==> config.mk <==
export PLATFORM = sky130hd
export DESIGN_NAME = alu_shift_unit
export DESIGN_NICKNAME = d
export VERILOG_FILES = /design/src/rtl/alu_shift_unit.sv
export SDC_FILE = /design/constraint.sdc
export NUM_CORES = 1
export LEC_CHECK = 0
export CORE_MARGIN = 2
export CORE_UTILIZATION = 43
export DETAILED_ROUTE_END_ITERATION = 8
export PLACE_DENSITY = 0.77
export RECOVER_POWER = 100
export SLEW_MARGIN = 10
export SYNTH_ARGS = -nofsm -noshare
export SYNTH_HDL_FRONTEND = slang
export SYNTH_SLANG_ARGS = --single-unit
==> constraint.sdc <==
create_clock -name clk -period 2.8 [get_ports clk]
set_input_delay 0.42 -clock clk [delete_from_list [all_inputs] [get_ports clk]]
set_output_delay 0.42 -clock clk [all_outputs]
set_load 0.02 [all_outputs]
==> src/rtl/alu_shift_unit.sv <==
// alu_shift_unit: multi-cycle PDP-10 style shifter (LSH/ASH/ROT and the
// double-word C variants), moving up to STEP bits per clock.
//
// Ports:
//   clk, reset            rising-edge clock, async active-high reset
//   start                 request pulse, accepted only in IDLE
//   mode                  0 LSH,1 ASH,2 ROT,3 LSHC,4 ASHC,5 ROTC (6,7 -> LSH)
//   in_high, in_low       operands (in_high used by C modes only)
//   count                 signed shift count, positive = left
//   result_high/low       working/result registers, valid at done
//   overflow              ASH/ASHC lost a significant bit
//   busy                  shifting with bits still remaining
//   done                  one-cycle completion pulse
module alu_shift_unit #(
  parameter int unsigned WIDTH  = 36,
  parameter int unsigned STEP   = 1,
  parameter int unsigned COUNTW = 9
) (
  input  logic              clk,
  input  logic              reset,
  input  logic              start,
  input  logic [2:0]        mode,
  input  logic [WIDTH-1:0]  in_high,
  input  logic [WIDTH-1:0]  in_low,
  input  logic [COUNTW-1:0] count,
  output logic [WIDTH-1:0]  result_high,
  output logic [WIDTH-1:0]  result_low,
  output logic              overflow,
  output logic              busy,
  output logic              done
);

  localparam logic [2:0] M_LSH  = 3'd0;
  localparam logic [2:0] M_ASH  = 3'd1;
  localparam logic [2:0] M_ROT  = 3'd2;
  localparam logic [2:0] M_LSHC = 3'd3;
  localparam logic [2:0] M_ASHC = 3'd4;
  localparam logic [2:0] M_ROTC = 3'd5;

  typedef enum logic [1:0] {IDLE, RUN, FIN} state_t;

  state_t             state, state_nxt;
  logic [2:0]         mode_q, mode_d;
  logic               left_q, left_d;
  logic [COUNTW-1:0]  rem_q, rem_d;
  logic [COUNTW-1:0]  mag;
  logic [COUNTW-1:0]  step_k;
  logic [WIDTH-1:0]   high_d, low_d;
  logic [WIDTH-1:0]   sh_high, sh_low;
  logic               sh_ovf, ovf_d, busy_d, done_d;

  // Magnitude of the count; the most negative value maps to 2^(COUNTW-1).
  assign mag    = count[COUNTW-1] ? (COUNTW'(0) - count) : count;
  assign step_k = (rem_q > COUNTW'(STEP)) ? COUNTW'(STEP) : rem_q;

  // One RUN cycle of shifting: step_k single-bit shifts chained in sequence.
  always_comb begin
    sh_high = result_high;
    sh_low  = result_low;
    sh_ovf  = overflow;
    for (int unsigned j = 0; j < STEP; j++) begin
      if (COUNTW'(j) < step_k) begin
        case (mode_q)
          M_ASH: begin
            if (left_q) begin
              // Bit leaving the magnitude must match the sign.
              if (sh_low[WIDTH-2] != sh_low[WIDTH-1]) sh_ovf = 1'b1;
              sh_low = {sh_low[WIDTH-1], sh_low[WIDTH-3:0], 1'b0};
            end else begin
              sh_low = {sh_low[WIDTH-1], sh_low[WIDTH-1], sh_low[WIDTH-2:1]};
            end
          end
          M_ROT: begin
            if (left_q) sh_low = {sh_low[WIDTH-2:0], sh_low[WIDTH-1]};
            else        sh_low = {sh_low[0], sh_low[WIDTH-1:1]};
          end
          M_LSHC: begin
            if (left_q) {sh_high, sh_low} = {sh_high[WIDTH-2:0], sh_low, 1'b0};
            else        {sh_high, sh_low} = {1'b0, sh_high, sh_low[WIDTH-1:1]};
          end
          M_ASHC: begin
            // Both MSBs carry the high-word sign; magnitudes are WIDTH-1 bits each.
            if (left_q) begin
              if (sh_high[WIDTH-2] != sh_high[WIDTH-1]) sh_ovf = 1'b1;
              {sh_high, sh_low} = {sh_high[WIDTH-1], sh_high[WIDTH-3:0], sh_low[WIDTH-2],
                                   sh_high[WIDTH-1], sh_low[WIDTH-3:0], 1'b0};
            end else begin
              {sh_high, sh_low} = {sh_high[WIDTH-1], sh_high[WIDTH-1], sh_high[WIDTH-2:1],
                                   sh_high[WIDTH-1], sh_high[0], sh_low[WIDTH-2:1]};
            end
          end
          M_ROTC: begin
            if (left_q) {sh_high, sh_low} = {sh_high[WIDTH-2:0], sh_low, sh_high[WIDTH-1]};
            else        {sh_high, sh_low} = {sh_low[0], sh_high, sh_low[WIDTH-1:1]};
          end
          default: begin
            if (left_q) sh_low = {sh_low[WIDTH-2:0], 1'b0};
            else        sh_low = {1'b0, sh_low[WIDTH-1:1]};
          end
        endcase
      end
    end
  end

  // Next-state and register inputs.
  always_comb begin
    state_nxt = state;
    mode_d    = mode_q;
    left_d    = left_q;
    rem_d     = rem_q;
    high_d    = result_high;
    low_d     = result_low;
    ovf_d     = overflow;
    busy_d    = 1'b0;
    done_d    = 1'b0;
    case (state)
      IDLE: begin
        if (start) begin
          mode_d    = (mode > M_ROTC) ? M_LSH : mode;
          left_d    = ~count[COUNTW-1];
          rem_d     = mag;
          high_d    = in_high;
          low_d     = in_low;
          ovf_d     = 1'b0;
          busy_d    = (mag != '0);
          state_nxt = RUN;
        end
      end
      RUN: begin
        if (rem_q == '0) begin
          done_d    = 1'b1;
          state_nxt = FIN;
        end else begin
          high_d = sh_high;
          low_d  = sh_low;
          ovf_d  = sh_ovf;
          rem_d  = rem_q - step_k;
          busy_d = (rem_d != '0);
        end
      end
      FIN:     state_nxt = IDLE;
      default: state_nxt = IDLE;
    endcase
  end

  // State and output registers.
  always_ff @(posedge clk or posedge reset) begin
    if (reset) begin
      state       <= IDLE;
      mode_q      <= M_LSH;
      left_q      <= 1'b0;
      rem_q       <= '0;
      result_high <= '0;
      result_low  <= '0;
      overflow    <= 1'b0;
      busy        <= 1'b0;
      done        <= 1'b0;
    end else begin
      state       <= state_nxt;
      mode_q      <= mode_d;
      left_q      <= left_d;
      rem_q       <= rem_d;
      result_high <= high_d;
      result_low  <= low_d;
      overflow    <= ovf_d;
      busy        <= busy_d;
      done        <= done_d;
    end
  end

endmodule

==> out/qor.yml <==
drt-pass1-iter-count: 7
synthAdderAreaFrac_pct: 0.690
synth_edf_count: 0
skew_ns: 0.00659
setup_tns_ns: 0
routedWlPerCell_um: 16.6
clockBufferDepth: 2
fp.dieH_um: 116
cp_max_fo: 28
final_cells: 933
synth.most_common_cell: "dfrtp_1"
initial_core_util_pct: 43.6
antenna_found_initial: 0
slew_headroom_pct: 4.68
wl_mm: 15.5
grt_util_met1_pct: 30.8
regArea_um2: 2260
clkPwrFrac_pct: 12.8
p_int_mw: 5.14
fin_crit_ns: 2.48
slew_violations: 0
finalNetCount: 847
vias: 5182
grt_max_degree: 71
io_pins: 162
synthesis.nets: 711
synthFlopType: "dfrtp_1"
die-area_um2: 13600
swShare_pct: 45.1
cts_made_buffers: 9
worstSetupPathType: "register to register"
synth_area_leader_cell: "dfrtp_1"
top_usage_layer: "met2"
finalPower_mw: 9.36
grt_pass1_vias: 4852
multi_input_area_um2: 2930
cp_slowest_cell: "dfrtp_1"
synth_seq_area_share_pct: 41.4
clk_pin_slew_ns: 0.06
synth_top_family_by_area: "compound AO/OA/AOI/OAI gates"
synthesis.area_um2: 5440
htreeDepth: 3
end_kind: "register"
crit_buf_inv: 2
drt_iter0_drc: 291
max-cap-violations: 0
gp_congestion: 0.909
grt.met2_usage_pct: 35.4
post_cts_buffers: 0
antenna_cells: 0
muxShareOfSynthArea_pct: 13.1
final.fill_count: 1096
route.detailed.drc: 0
crit_path_start_kind: "register"
max_freq_mhz: 404
cts_resized: 0
synthXorXnorAreaFrac_pct: 1.61
hold_violations: 0
leakage_nw: 3.39
core-area_um2: 12500
crit_path_max_incr_delay_ns: 0.46
pwr-share-seq_pct: 29.6
synthTopCellsByArea: "dfrtp_1 (41%), mux2i_1 (13%), a21oi_1 (7.5%)"
globalRouteTotalUtil_pct: 22.9
layout-drive-gt1-share_pct: 4.47
status: "complete, no violations"
fin_crit_sh_pct: 88.5
cts_tree: "done"
fp.dieW_um: 116
grt_first_pass_wirelength_mm: 24.7
final_antenna_net_count: 0
ir_drop_mv: 0.611
cts_num_sinks: 90
synth_top_cells_by_count: "dfrtp_1 (90), nor2_1 (82), a21oi_1 (81), mux2i_1 (70), nand2_1 (59)"
p_comb_share_pct: 57.6
synthDominantCellAreaShare_pct: 41.4
port_buffers: 161
ys_warn_count: 0
clock-root-buffer: "clkbuf_16"
grt_setup_unrepaired: "false"
grt_util_met3_pct: 6.07
worst_slack_ns: 0.323
setup_viol: 0
cp.required_ns: 3.01
worstPathCellList: "nor4_2 -> a31oi_2 -> nor2_4 -> inv_1 -> clkbuf_2 -> o211ai_1 -> o21ai_1"
dp.cells: 918
synth_cell_type_count: 58
synthCells: 621
place_ws_ns: 0.299
overflow: 0
cts_hold_buffers: 0
row_count: 41
via_per_inst: 5.55
post-dp-hpwl_mm: 10.7
hold_class: "register to register"
worstPathArrival_ns: 2.68
syn-mean-instance-area_um2: 8.76
power_density_nw_per_um2: 1260
clock_latency_ns: 0.34
synth_compound_area_share_pct: 23.3
ys_ff_latch: 90
yosys.area_share.simple_pct: 15.2
p_sw_mw: 4.22
synthArstFlopShare_pct: 100
crit_family: "simple AND/OR/NAND/NOR gates"
worstMarginPinSlew_ns: 1.42
areaGrowthSynthToFinish_pct: 37.0
cells by family after synthesis:
kind of cell	count (synthesis)
and+or+nand+nor	184
adders and majority gates	3
xor gates and xnor gates	10
muxes	71
buffers and inverters	59
DFF	90
AOI/OAI and AO/OA	204
registers in the layout, indices dropped and copies added, names as in the netlist:
name / count
busy: 1
done: 1
left_q: 1
mode_q: 3
overflow: 1
rem_q: 9
result_high: 36
result_low: 36
state: 2
per-layer routing:
layer,vias up,part of all wire [%],wire (µm)
met5,-,0,0
met4,0,2.3,359
met3,30,6.2,966
met2,162,47,7370
met1,2487,44,6820
li1,2503,-,-
path summary, 6_finish.rpt:
check                                       end  slack (ns)  startpoint  cells past startpoint
worst max-delay path                   rem_q[1]        0.32    rem_q[6]                      7
max in group asynchronous         result_low[9]        0.81       reset                      3
worst min-delay path                   overflow        0.52    overflow                      2
min in group asynchronous       result_high[16]        0.87       reset                      2
worst max register to register         rem_q[1]        0.32    rem_q[6]                      7
worst min register to register         overflow        0.52    overflow                      2
power groups by stage:
stage / Sequential [mW] / Clock [mW] / Combinational (mW)
3_3_place_gp: 2.76 / 0 / 5.45
3_5_place_dp: 2.79 / 0 / 5.62
2_1_floorplan: 3.00 / 0 / 3.50
5_1_grt: 2.88 / 1.27 / 5.91
4_1_cts: 2.78 / 1.22 / 5.65
6_report: 2.77 / 1.20 / 5.39
worst reg2reg max path, delay by kind of cell, from the launching register on:
family,cells,cell delay [ns]
AO/OA/AOI/OAI,3,0.57
flip-flops,1,0.46
AND/OR/NAND/NOR,2,0.69
buffers and inverters,2,0.60
layout by cell type (no fill, tap or decap), drive strengths merged, types with 3 or more instances in the layout:
cell type	Yosys	layout
a31oi	3	3
inv	11	10
nor2	83	83
o21ai	55	55
o211ai	7	7
ha	3	3
nand3b	3	3
mux2i	70	70
nor4	5	5
clkdlybuf4s50	0	84
o22ai	3	3
xor2	3	3
buf	22	8
nor2b	5	5
a211oi	3	3
nand2b	7	7
nand2	59	59
dlygate4sd3	0	77
a2bb2oi	33	33
dfrtp	90	90
nor3	9	9
xnor2	7	7
a21oi	81	81
clkbuf	26	16
final cells by class:
type,count,share of cell area [%]
Clock buffer,12,3.31
Clock inverter,3,0.537
Inverter,11,0.571
Multi-Input combinational cell,472,39.4
Sequential cell,90,30.3
Tap cell,172,2.89
Timing Repair Buffer,173,23.1
metrics by stage:
| stage | area [µm²] | hold WS [ns] | utilization (%) |
|---|---|---|---|
| 2_1_floorplan | 5440 | 0.483 | - |
| 3_3_place_gp | 7200 | 0.489 | 57.7 |
| 3_5_place_dp | 7200 | 0.507 | 57.7 |
| 4_1_cts | 7480 | 0.463 | 60.0 |
| 5_1_grt | 7450 | 0.539 | 59.8 |
| 6_report | 7450 | 0.515 | 59.8 |
No activity file was read; power rests on OpenSTA's default activity.
